==> src/rtl/uart_tx_feeder.sv <==
// uart_tx_feeder
//   Byte FIFO in front of a UART register interface. For every queued byte the
//   sequencer reads the control register (to keep the rx-new flag), writes the
//   data register, writes the control register with the send bit set, then
//   polls until the UART clears the send bit.
//   Optional poll watchdog: define UART_FEED_TIMEOUT_EN to enable err_o.
//
//   state     | meaning
//   ----------+--------------------------------------------------------------
//   S_IDLE    | bus quiet; pops the FIFO head when one is available
//   S_RD_CTRL | control register selected for read; capture rx-new flag
//   S_WR_DATA | write the byte to the data register
//   S_WR_CTRL | write send=1 with the captured rx-new flag; arm guard counter
//   S_POLL    | wait out the guard, then wait for the UART to drop send
module uart_tx_feeder #(
  parameter int DEPTH          = 16,
  parameter int GUARD_CYCLES   = 2,
  parameter int TIMEOUT_CYCLES = 200000
) (
  input  logic                     clk_i,
  input  logic                     reset_i,
  input  logic                     push_i,
  input  logic [7:0]               push_data_i,
  input  logic                     flush_i,
  output logic                     full_o,
  output logic                     empty_o,
  output logic [$clog2(DEPTH):0]   count_o,
  output logic                     busy_o,
  output logic [15:0]              bytes_sent_o,
  output logic                     uart_wr_o,
  output logic                     uart_reg_sel_o,
  output logic [31:0]              uart_data_o,
  input  logic [31:0]              uart_rd_i,
  output logic                     err_o
);

  localparam int PW = $clog2(DEPTH);
  localparam int CW = PW + 1;
  localparam int GW = (GUARD_CYCLES < 2) ? 1 : $clog2(GUARD_CYCLES + 1);

  // Elaboration-time parameter sanity checks.
  if (DEPTH < 2 || (DEPTH & (DEPTH - 1)) != 0) begin : g_bad_depth
    $error("uart_tx_feeder: DEPTH must be a power of two >= 2");
  end
  if (GUARD_CYCLES < 0 || TIMEOUT_CYCLES < 1) begin : g_bad_timing
    $error("uart_tx_feeder: GUARD_CYCLES must be >= 0 and TIMEOUT_CYCLES >= 1");
  end

  typedef enum logic [2:0] {
    S_IDLE    = 3'd0,
    S_RD_CTRL = 3'd1,
    S_WR_DATA = 3'd2,
    S_WR_CTRL = 3'd3,
    S_POLL    = 3'd4
  } state_t;

  state_t         state_q, state_d;
  logic [7:0]     byte_q, byte_d;
  logic           rx_keep_q, rx_keep_d;
  logic [GW-1:0]  guard_q, guard_d;
  logic [15:0]    bytes_sent_q, bytes_sent_d;
  logic [PW-1:0]  wr_ptr_q, wr_ptr_d;
  logic [PW-1:0]  rd_ptr_q, rd_ptr_d;
  logic [CW-1:0]  count_q, count_d;
  logic [7:0]     mem_q [DEPTH];
  logic           pop;
  logic           push;
  logic           fifo_full;
  logic           fifo_empty;

  // Only the send and rx-new bits of the control register are meaningful here.
  logic unused_rd_bits;
  assign unused_rd_bits = ^uart_rd_i[31:2];

`ifdef UART_FEED_TIMEOUT_EN
  localparam int WDW = $clog2(TIMEOUT_CYCLES + 1);
  logic [WDW-1:0] wd_q, wd_d;
  logic           err_q, err_d;
`endif

  assign fifo_full  = (count_q == CW'(DEPTH));
  assign fifo_empty = (count_q == '0);

  // A push at full is still taken when the FSM pops in the same cycle.
  assign push = push_i && (!fifo_full || pop);

  // FIFO pointer/occupancy update; flush overrides both push and pop.
  always_comb begin
    wr_ptr_d = wr_ptr_q;
    rd_ptr_d = rd_ptr_q;
    count_d  = count_q;
    if (flush_i) begin
      wr_ptr_d = '0;
      rd_ptr_d = '0;
      count_d  = '0;
    end else begin
      if (push) wr_ptr_d = wr_ptr_q + PW'(1);
      if (pop)  rd_ptr_d = rd_ptr_q + PW'(1);
      case ({push, pop})
        2'b10:   count_d = count_q + CW'(1);
        2'b01:   count_d = count_q - CW'(1);
        default: count_d = count_q;
      endcase
    end
  end

  // FIFO storage; contents are don't-care once pointers are cleared, so no reset.
  always_ff @(posedge clk_i) begin
    if (push && !flush_i) mem_q[wr_ptr_q] <= push_data_i;
  end

  // State register plus all datapath flops.
  always_ff @(posedge clk_i or posedge reset_i) begin
    if (reset_i) begin
      state_q      <= S_IDLE;
      byte_q       <= '0;
      rx_keep_q    <= 1'b0;
      guard_q      <= '0;
      bytes_sent_q <= '0;
      wr_ptr_q     <= '0;
      rd_ptr_q     <= '0;
      count_q      <= '0;
`ifdef UART_FEED_TIMEOUT_EN
      wd_q         <= '0;
      err_q        <= 1'b0;
`endif
    end else begin
      state_q      <= state_d;
      byte_q       <= byte_d;
      rx_keep_q    <= rx_keep_d;
      guard_q      <= guard_d;
      bytes_sent_q <= bytes_sent_d;
      wr_ptr_q     <= wr_ptr_d;
      rd_ptr_q     <= rd_ptr_d;
      count_q      <= count_d;
`ifdef UART_FEED_TIMEOUT_EN
      wd_q         <= wd_d;
      err_q        <= err_d;
`endif
    end
  end

  // Next-state and per-byte bookkeeping.
  always_comb begin
    state_d      = state_q;
    byte_d       = byte_q;
    rx_keep_d    = rx_keep_q;
    guard_d      = guard_q;
    bytes_sent_d = bytes_sent_q;
    pop          = 1'b0;
`ifdef UART_FEED_TIMEOUT_EN
    wd_d         = wd_q;
    err_d        = err_q;
`endif
    case (state_q)
      S_IDLE: begin
        if (!fifo_empty) begin
          pop     = 1'b1;
          byte_d  = mem_q[rd_ptr_q];
          state_d = S_RD_CTRL;
        end
      end
      S_RD_CTRL: begin
        rx_keep_d = uart_rd_i[1];
        state_d   = S_WR_DATA;
      end
      S_WR_DATA: begin
        state_d = S_WR_CTRL;
      end
      S_WR_CTRL: begin
        guard_d = GW'(GUARD_CYCLES);
`ifdef UART_FEED_TIMEOUT_EN
        wd_d    = '0;
`endif
        state_d = S_POLL;
      end
      S_POLL: begin
`ifdef UART_FEED_TIMEOUT_EN
        wd_d = wd_q + WDW'(1);
`endif
        if (guard_q != '0) begin
          guard_d = guard_q - GW'(1);
        end else if (!uart_rd_i[0]) begin
          bytes_sent_d = bytes_sent_q + 16'd1;
          state_d      = S_IDLE;
        end
`ifdef UART_FEED_TIMEOUT_EN
        // A byte that completes on the watchdog's last cycle still counts as sent.
        if (state_d == S_POLL && wd_q == WDW'(TIMEOUT_CYCLES - 1)) begin
          err_d   = 1'b1;
          state_d = S_IDLE;
        end
`endif
      end
      default: state_d = S_IDLE;
    endcase
`ifdef UART_FEED_TIMEOUT_EN
    if (flush_i) err_d = 1'b0;
`endif
  end

  // Bus outputs decoded from the current state; reset forces them low at once.
  always_comb begin
    uart_wr_o      = 1'b0;
    uart_reg_sel_o = 1'b0;
    uart_data_o    = '0;
    busy_o         = (state_q != S_IDLE);
    case (state_q)
      S_WR_DATA: begin
        uart_wr_o      = 1'b1;
        uart_reg_sel_o = 1'b1;
        uart_data_o    = {24'h0, byte_q};
      end
      S_WR_CTRL: begin
        uart_wr_o   = 1'b1;
        uart_data_o = {30'h0, rx_keep_q, 1'b1};
      end
      default: ;
    endcase
  end

  assign full_o       = fifo_full;
  assign empty_o      = fifo_empty;
  assign count_o      = count_q;
  assign bytes_sent_o = bytes_sent_q;

`ifdef UART_FEED_TIMEOUT_EN
  assign err_o = err_q;
`else
  assign err_o = 1'b0;
`endif

endmodule

==> config.mk <==
export PLATFORM = sky130hd
export DESIGN_NAME = uart_tx_feeder
export DESIGN_NICKNAME = d
export VERILOG_FILES = /design/src/rtl/uart_tx_feeder.sv
export SDC_FILE = /design/constraint.sdc
export NUM_CORES = 1
export LEC_CHECK = 0
export CAP_MARGIN = 20
export CORE_UTILIZATION = 55
export CTS_CLUSTER_SIZE = 14
export DETAILED_ROUTE_END_ITERATION = 7
export PLACE_DENSITY = 0.82
export SLEW_MARGIN = 20
export SYNTH_ARGS = -nofsm -noshare
export SYNTH_HDL_FRONTEND = slang
export SYNTH_SLANG_ARGS = --single-unit
export TNS_END_PERCENT = 1
==> constraint.sdc <==
create_clock -name clk_i -period 3.3 [get_ports clk_i]
set_clock_uncertainty 0.2 [all_clocks]
set_input_delay 0.33 -clock clk_i [delete_from_list [all_inputs] [get_ports clk_i]]
set_output_delay 0.33 -clock clk_i [all_outputs]
set_load 0.03 [all_outputs]
# [After elaboration in Yosys (flattened, before gate mapping)]
# Memory sizes are Yosys's and may differ from the RTL's. A register that Yosys moved wholly into a read port is not among the register bits.
# Cells that the tools add are included.
[totals] ff_bits=35 ramBits=128 output_inout_bits=59 wordCells=65 n_memories=1
[classes] n_addsub=6 eq_ne=11 n_mux=19 n_bitwise=3 n_reduce_logical=18
[memory_table] name="mem_q" depth=16 word_bits=8 read_ports=1 rd_ports_with_merged_regs=1 write_ports=1 line="65" source="logic [7:0] mem_q [DEPTH];"
[ops] operator="$add A16 B1 Y16 const B" count=1
[ops] operator="$mux W4" count=4
[ops] operator="$pmux W8 S2" count=1
[ops] operator="$pmux W3 S5" count=1
[ops] operator="$pmux W5 S2" count=1
[ops] operator="$mux W3" count=3
[ops] operator="$add A4 B1 Y4 const B" count=2
[ops] operator="$ne A2 B2 Y1 const B" count=4
[ops] operator="$reduce_bool A2 Y1" count=4
[ops] operator="$eq A3 B2 Y1 const B" count=2
[ops] operator="$mux W1" count=6
[ops] operator="$reduce_and A3 Y1" count=2
[ops] operator="$reduce_bool A3 Y1" count=2
[ops] operator="$add A5 B1 Y5 const B" count=1
[ops] operator="$eq A5 B5 Y1 const B" count=1
[ops] operator="$logic_not A5 Y1" count=1
[ops] operator="$mux W5" count=1
[ops] operator="$sub A5 B1 Y5 const B" count=1
[ops] operator="$pmux W2 S2" count=1
[ops] operator="$reduce_and A2 Y1" count=2
[ops] operator="$eq A3 B1 Y1 const B" count=1
[ops] operator="$eq A3 B3 Y1 const B" count=1
[ops] operator="$logic_not A3 Y1" count=1
[ops] operator="$not A1 Y1" count=3
[ops] operator="other kinds (8)" count=10

# [Logic depth before layout (Yosys ltp)]
# Gate-level depths: netlist (run 1).
[logic_depth] depth_word=8 mapped_depth=9 mapped_depth_nobuf=8

# [Worst setup path after synthesis (run 1)]
# No wires, ideal clock.
[synth_path] path_type="register -> register" startpoint="register count_q[0], in the netlist count_o[0]" endpoint="register count_q[4], in the netlist count_o[4]" setup_time_ns=0.104 t_arrival_ns=2.687 required_ns=2.996 path_slack_ns=0.309 path_stages_with_launch=10 path_buffers=1 synth_period_minus_slack_ns=2.991 path_cell_list="dfrtp_1 -> or4_1 -> buf_6 -> o21ai_4 -> inv_2 -> ha_1 -> nand2b_1 -> a21oi_1 -> mux2_2 -> a221oi_1"
[synth_via] elab_chain_cells=8
[synth_rtl] element="start, declared" line="64" source="logic [CW-1:0] count_q, count_d;"
[synth_rtl] element="start signal, assigned" line="135" source="count_q <= count_d;"
[synth_rtl] element="$logic_not A5 Y1" line="82" source="assign fifo_empty = (count_q == '0);"
[synth_rtl] element="$mux W1" line="157" source="if (!fifo_empty) begin"
[synth_rtl] element="$mux W1" line="155" source="case (state_q)"
[synth_rtl] element="$logic_or A1 B1 Y1" line="85" source="assign push = push_i && (!fifo_full || pop);"
[synth_rtl] element="$logic_and A1 B1 Y1" line="85"
[synth_rtl] element="$eq A2 B1 Y1 / $eq A2 B2 Y1 (equally long branches)" line="99" source="case ({push, pop})"
[synth_rtl] element="$pmux W5 S2" line="99"
[synth_rtl] element="$mux W5" line="92" source="if (flush_i) begin"
# Several ways; a longest one is shown, not always the timed one.
# A chain may end at the register's enable or synchronous reset.

# [Worst setup path after layout (run 1)]
[layout_path] startpoint="register state_q[0]" endpoint="output port uart_data_o[4]"
[layout_via] elab_chain_cells=2
[layout_rtl] element="start, declared" line="57" source="state_t state_q, state_d;"
[layout_rtl] element="start signal, assigned" line="128" source="state_q <= state_d;"
[layout_rtl] element="$eq A3 B2 Y1" line="208" source="case (state_q)"
[layout_rtl] element="$pmux W8 S2 *" line="208"
[layout_rtl] element="end, declared" line="32" source="output logic [31:0] uart_data_o,"
# Every way passes the cells marked *; elsewhere a longest branch is shown, timed or not.

==> impl_metrics.yaml, run 1 <==
status:
  result_of_the_run: "finished, final reports clean"
logic_synthesis:
  netlist_area_um2: 7380
  synth_top_cell_area_share_pct: 52.1
  dominant_combinational_cell_family_by_area_after_synthesis: "multiplexers"
  synth-edff-count: 128
  yosysSeqAreaShare_pct: 66.6
  synthTopCellsByArea: "sky130_fd_sc_hd__edfxtp_1 (52%), sky130_fd_sc_hd__dfrtp_1 (15%), sky130_fd_sc_hd__mux4_2 (9.8%)"
  register_bit_count_reported_by_yosys: 171
  synth_cell_types: 52
  synth-adder-area-share_pct: 1.97
  yosys_most_used_dff: "sky130_fd_sc_hd__edfxtp_1"
  post_synth.cell_area_avg_um2: 15.9
  yosys-mux-area-fraction_pct: 13.8
  synthSimpleGateAreaFrac_pct: 6.98
  fraction_of_the_mapped_netlist_area_in_compound_gates_pct: 3.32
  synth_xor_xnor_area_share_pct: 2.61
  yosysWarningCount: 0
  ys_async_sr_fraction_pct: 25.1
  synthesis.instances: 465
  synth_largest_area_cell: "sky130_fd_sc_hd__edfxtp_1"
power:
  p_leak_nw: 3.12
  irDropWorstVdd_mv: 0.468
  power_density_nw_per_um2: 698
floorplanning:
  dieWidth_um: 118
  fp.dieArea_um2: 13900
  fp.dieH_um: 118
  placementRows: 41
  core_area_um2: 12900
  io-pin-count: 103
  initial_utilization_pct: 57.4
detailed_routing:
  viasPerCell: 5.65
  met1_routed_length_um: 5930
  dr_total_vias: 4071
  drt.antenna.violating_nets: 0
  post_drt_wl_per_cell_um: 19.6
  wl_met3_um: 826
  total_met2_wirelength_after_detailed_routing_um: 7170
  highest-signal-layer: "met4"
  drt_iter0_drc: 376
  drcViolationCount: 0
  drtPass1Iterations: 6
  detail_route.wirelength_um: 14100
placement:
  placedCellCount: 688
  dp_worst_setup_slack_ps: 415
  gpl.final_weighted_congestion: 0.798
  dpl.hpwl_um: 9100
  placement.io_buffers: 47
critical_path:
  cp.required_ps: 2770
  worst-endpoint-arrival_ps: 2560
  path_delay_family: "buffers and inverters"
  cpMaxStageDelayCell: "sky130_fd_sc_hd__clkdlybuf4s50_1"
  critical_path_class: "flop to output port"
  worstPathCellList: "buf_4 -> nor3b_2 -> buf_4 -> and2_1 -> clkdlybuf4s50_1"
  critPathLaunchType: "flop"
  critical_path.n_buffers_inverters: 3
  setup.worst_path.end_class: "output port"
  timing.critical_path.slowest_cell_delay_ps: 690
  critical-path-top-cell-by-count: "sky130_fd_sc_hd__buf_4"
  critical_path_peak_fanout: 9
layout:
  areaGrowthSynthToFinish_pct: 16.9
  final_cells: 720
  final.fill_count: 860
  antennaDiodeCount: 0
  design.final.nets: 590
  final_layout_size_suffix_gt1_share_pct: 17.9
global_route:
  via_count_of_the_first_global_routing_pass: 4202
  grt_usage_pct: 22.2
  grt_antenna_before_repair: 0
  grt-ovfl-total: 0
  grt_first_pass_wirelength_um: 22700
  grt_max_degree: 36
sta:
  fin_tns_setup_ps: 0
  setup_viol: 0
  final-hold-violation-count: 0
  relative_slew_margins_pct: 38.2
  timing_worst_slew_pin_value_ps: 923
  finalCriticalPeriod_ps: 3090
  fmax_mhz: 324
  fin_ws_ps: 213
  finalMaxSlewViolations: 0
  final_min_period_over_clock_period_pct: 93.5
  rsz_0062_raised_after_global_routing: "no"
cts:
  cts_htree_levels: 4
  clock_sink_count: 171
  cts_buffers: 17
  tritoncts: "yes"
  clk_transition_reported_paths_ps: 60
  ctsLongestPathBuffers: 2
  postCtsSetupRepairBufs: 0
  clockRootBuffer: "sky130_fd_sc_hd__clkbuf_16"
  clk_latency_ps: 420
min_path:
  hp-class: "input pin to async pin"
flow_run:
  max_cap_violations: 0
==> final cells by class <==
type / count / area (µm²) / share of cell area, %
clock buffers: 18 / 429 / 4.97
well taps: 172 / 215 / 2.49
repair buffers: 72 / 671 / 7.77
clock inverters: 14 / 113 / 1.30
multi-input cells: 255 / 2220 / 25.7
flip-flops and latches: 171 / 4920 / 57.0
inverters: 18 / 67.6 / 0.783
==> cells in the final DEF, fill, tap and decap left out, types with 3 or more instances in the layout <==
| cell | synthesis | routed |
|---|---|---|
| sky130_fd_sc_hd__edfxtp_1 | 128 | 128 |
| sky130_fd_sc_hd__and2_1 | 8 | 8 |
| sky130_fd_sc_hd__mux2i_1 | 23 | 23 |
| sky130_fd_sc_hd__inv_1 | 17 | 16 |
| sky130_fd_sc_hd__a31oi_1 | 3 | 3 |
| sky130_fd_sc_hd__xnor2_1 | 10 | 10 |
| sky130_fd_sc_hd__mux2_1 | 3 | 3 |
| sky130_fd_sc_hd__nor2_1 | 41 | 41 |
| sky130_fd_sc_hd__clkbuf_16 | 0 | 17 |
| sky130_fd_sc_hd__xor2_1 | 12 | 12 |
| sky130_fd_sc_hd__a21oi_1 | 3 | 3 |
| sky130_fd_sc_hd__inv_6 | 0 | 4 |
| sky130_fd_sc_hd__mux4_2 | 32 | 32 |
| sky130_fd_sc_hd__nor4_1 | 3 | 3 |
| sky130_fd_sc_hd__o21ai_0 | 4 | 4 |
| sky130_fd_sc_hd__or3_1 | 3 | 3 |
| sky130_fd_sc_hd__clkdlybuf4s50_1 | 0 | 47 |
| sky130_fd_sc_hd__clkinv_1 | 0 | 3 |
| sky130_fd_sc_hd__nor3_1 | 5 | 5 |
| sky130_fd_sc_hd__conb_1 | 1 | 25 |
| sky130_fd_sc_hd__nand4_1 | 4 | 4 |
| sky130_fd_sc_hd__o221ai_1 | 8 | 8 |
| sky130_fd_sc_hd__nand2_1 | 21 | 21 |
| sky130_fd_sc_hd__dfrtp_1 | 43 | 42 |
| sky130_fd_sc_hd__or4_1 | 3 | 3 |
| sky130_fd_sc_hd__nand3_1 | 4 | 4 |
| sky130_fd_sc_hd__mux2_2 | 3 | 3 |
| sky130_fd_sc_hd__ha_1 | 10 | 10 |
| sky130_fd_sc_hd__buf_4 | 25 | 24 |
==> worst register-to-register path, delay by kind of cell, from the launching register on <==
kind / cells / cell delay, ps
simple gates: 2 / 680
compound gates: 3 / 640
flops: 1 / 440
mux: 1 / 360
fa+ha+maj: 1 / 340
buf+inv: 1 / 100
==> per-stage QoR <==
stage          area (µm²)  total power, W  hold slack, ps  util, %
6_report             8630         0.00602            91.6     67.0
5_1_grt              8630         0.00632             147     67.0
4_1_cts              8630         0.00607             139     67.0
3_5_place_dp         8090         0.00424             275     62.8
3_3_place_gp         8090         0.00417             258     62.8
2_1_floorplan        7470         0.00375             229        -
==> power by group <==
group | internal (W) | switching [W]
combinational | 0.000693 | 0.000861
clock | 0.000979 | 0.000839
sequential | 0.00246 | 0.000186
total | 0.00414 | 0.00189
==> path summary, 6_finish.rpt <==
check | from | end | slack [ps] | depth (start not counted)
worst max-delay path | state_q[0] | uart_data_o[4] | 210 | 5
worst min-delay path | reset_i | bytes_sent_o[13] | 90 | 2
worst max register to register | count_o[0] | count_o[4] | 450 | 8
worst min register to register | bytes_sent_o[15] | bytes_sent_o[15] | 280 | 1
max in group asynchronous | reset_i | rd_ptr_q[0] | 2140 | 3
min in group clk_i | bytes_sent_o[15] | bytes_sent_o[15] | 280 | 1
==> timing repair <==
item / 4_1_cts / 5_1_grt
hold buffers: 0 / 0
resized for setup: 1 / 0
endpoints found under the setup margin: 4 / 0
==> flip-flops by register name (all words and copies together), names as in the netlist <==
register / count
state_q: 3
guard_q: 2
bytes_sent_o: 16
count_o: 5
rd_ptr_q: 4
mem_q: 128
byte_q: 8
wr_ptr_q: 4
rx_keep_q: 1
==> kinds of logic after synthesis <==
logic type      count (synthesis)
compound gates                 30
xor+xnor                       22
fa+ha+maj                      11
buf+inv                        63
flops                         171
mux                            61
other cells                     1
simple gates                  106
==> Yosys cell counts, types with 4 or more instances <==
cell / instances
sky130_fd_sc_hd__clkbuf_1: 14
sky130_fd_sc_hd__nand3_1: 4
sky130_fd_sc_hd__nor2_1: 41
sky130_fd_sc_hd__nand4_1: 4
sky130_fd_sc_hd__dfrtp_1: 43
sky130_fd_sc_hd__o221ai_1: 8
sky130_fd_sc_hd__and2_1: 8
sky130_fd_sc_hd__mux4_2: 32
sky130_fd_sc_hd__o21ai_0: 4
sky130_fd_sc_hd__nand2_1: 21
sky130_fd_sc_hd__buf_2: 4
sky130_fd_sc_hd__inv_1: 17
sky130_fd_sc_hd__nor3_1: 5
sky130_fd_sc_hd__edfxtp_1: 128
sky130_fd_sc_hd__xor2_1: 12
sky130_fd_sc_hd__ha_1: 10
sky130_fd_sc_hd__mux2i_1: 23
sky130_fd_sc_hd__xnor2_1: 10
sky130_fd_sc_hd__buf_4: 25
==> routing by layer <==
metal	track usage, %	up-vias
met5	0	-
met3	5.86	14
met2	36.1	138
met1	28.9	2080
met4	7.85	0
li1	-	1839
No activity file was read; power rests on OpenSTA's default activity.
==> inputs of run 2 (changes only) <==
- CORE_UTILIZATION: 55 -> 56
- PLACE_DENSITY: 0.82 -> 0.83
- clock period: 3.3 -> 3.6 ns (I/O delays scaled with it)
==> run 2 against run 1 <==
Against the previous run: clock power fell by 4%; combinational power fell by 10%; cell count fell by 0.42%; wire length rose by 1.6%; global-route usage rose by 1.4 points; critical path type is now flop to flop.
==> impl_metrics.yaml, run 2 (same netlist as run 1, synthesis figures left out) <==
status:
  result_of_the_run: "finished, final reports clean"
cts:
  clk_latency_ps: 430
  cts_buffers: 17
  postCtsSetupRepairBufs: 0
  clk_transition_reported_paths_ps: 70
  tritoncts: "yes"
  post_cts_hold_buffer_count: 0
  ctsLongestPathBuffers: 2
  clock_sink_count: 171
  cts_resized: 0
  clockRootBuffer: "sky130_fd_sc_hd__clkbuf_16"
  cts_htree_levels: 4
flow_run:
  max_cap_violations: 0
global_route:
  grt_first_pass_wirelength_um: 22300
  grt_antenna_before_repair: 0
  via_count_of_the_first_global_routing_pass: 4124
  grt-ovfl-total: 0
  grt_max_degree: 36
  grt_usage_pct: 23.6
sta:
  fin_tns_setup_ps: 0
  timing_worst_slew_pin_value_ps: 1100
  fmax_mhz: 309
  finalCriticalPeriod_ps: 3240
  relative_slew_margins_pct: 26.9
  rsz_0062_raised_after_global_routing: "no"
  final-hold-violation-count: 0
  finalMaxSlewViolations: 0
  final_min_period_over_clock_period_pct: 89.9
  setup_viol: 0
layout:
  areaGrowthSynthToFinish_pct: 16.8
  utilization_pct: 67.8
  final_cell_mix: "sky130_fd_sc_hd__edfxtp_1 (128), sky130_fd_sc_hd__clkdlybuf4s50_1 (47), sky130_fd_sc_hd__dfrtp_1 (42)"
  final_layout_size_suffix_gt1_share_pct: 18.0
  final_cells: 717
  antennaDiodeCount: 0
  regMostFlops: "mem_q"
  commonest_non_fill_non_tap_cell_in_the_layout: "sky130_fd_sc_hd__edfxtp_1"
  number_of_flip_flops_in_the_largest_register: 128
  design.final.nets: 587
  final_cell_area_um2: 8630
  final.fill_count: 839
floorplanning:
  fp.dieH_um: 117
  initial_utilization_pct: 58.0
  fp.dieArea_um2: 13700
  dieWidth_um: 117
  io-pin-count: 103
  core_area_um2: 12700
  placementRows: 41
power:
  p_leak_nw: 3.09
  power_density_nw_per_um2: 645
  power.total_w: 0.00556
  irDropWorstVdd_mv: 0.394
critical_path:
  cpMaxStageDelayCell: "sky130_fd_sc_hd__or4_1"
  worstPathCellList: "or4_1 -> o21ai_4 -> inv_2 -> ha_1 -> nand2b_1 -> a21oi_1 -> mux2_2 -> a221oi_1"
  critical_path_class: "flop to flop"
  rr_startpoint: "count_o[0]"
  critical_register_to_register_path_endpoint: "count_o[4]"
  critical_path_peak_fanout: 10
  setup.worst_path.end_class: "flop"
  reg2reg_setup_slack_ps: 360
  critPathLaunchType: "flop"
  worst-endpoint-arrival_ps: 3360
  timing.critical_path.slowest_cell_delay_ps: 770
  worst_r2r_path_depth: 8
  cp.required_ps: 3720
detailed_routing:
  drt_iter0_drc: 368
  dr_total_vias: 4112
  drt.antenna.violating_nets: 0
  viasPerCell: 5.74
  post_drt_wl_per_cell_um: 20.0
  drcViolationCount: 0
  drtPass1Iterations: 5
  detail_route.wirelength_um: 14400
placement:
  placedCellCount: 685
  dpl.hpwl_um: 9340
  placedInstanceArea_um2: 8050
  placement.io_buffers: 47
  gpl.final_weighted_congestion: 0.806
min_path:
  hp-class: "input pin to async pin"
## run 2: cell types whose count changed in the layout (fill, tap and decap cells not counted), sizes merged
cell / before / now
clkinv: 8 / 4
bufinv: 0 / 1
clkinvlp: 0 / 5
buf: 25 / 22
inv: 24 / 22
## run 2: per-stage QoR
stage | worst slack [ps] | hold WS, ps
floorplan | 609 | 248
global placement | 447 | 259
detailed placement | 309 | 267
CTS | 359 | 166
global route | 219 | 169
finish | 362 | 128
## run 2: how the worst max path moves through the flow
stage                      end  depth (start not counted)        from  slack, ps
floorplan           count_o[4]                          9  count_o[0]        610
global placement    count_o[4]                          8      push_i        450
detailed placement  count_o[4]                          8      push_i        310
CTS                 count_o[4]                          8  count_o[0]        360
global route        count_o[4]                          8  count_o[0]        220
finish              count_o[4]                          8  count_o[0]        360
## run 2: metal layers
metal / GRT usage [%] / vias to the layer above / routed length, µm
met2: 39.6 / 159 / 7340
li1: - / 1845 / -
met3: 5.87 / 29 / 772
met5: 0 / - / 0
met4: 9.70 / 0 / 382
met1: 29.6 / 2079 / 5860
## run 2: area by class of cell
class | count | area, µm² | share of cell area, %
Clock buffer | 18 | 439 | 5.09
Inverter | 18 | 67.6 | 0.783
Tap cell | 172 | 215 | 2.49
Sequential cell | 171 | 4920 | 57.0
Timing Repair Buffer | 69 | 636 | 7.37
Multi-Input combinational cell | 255 | 2210 | 25.6
Clock inverter | 14 | 138 | 1.60
## run 2: report_power, final
part	leakage [nW]	switching, W	internal [W]
clock network	0.266	0.000770	0.000981
logic	1.12	0.000791	0.000597
registers	1.70	0.000165	0.00226
## run 2: critical path, delay by kind of cell, from the launching register on
kind,cells,cell delay (ps)
AOI/OAI and AO/OA,3,850
and+or+nand+nor,2,840
DFF,1,440
muxes,1,390
adders and majority gates,1,330
buffers and inverters,1,90
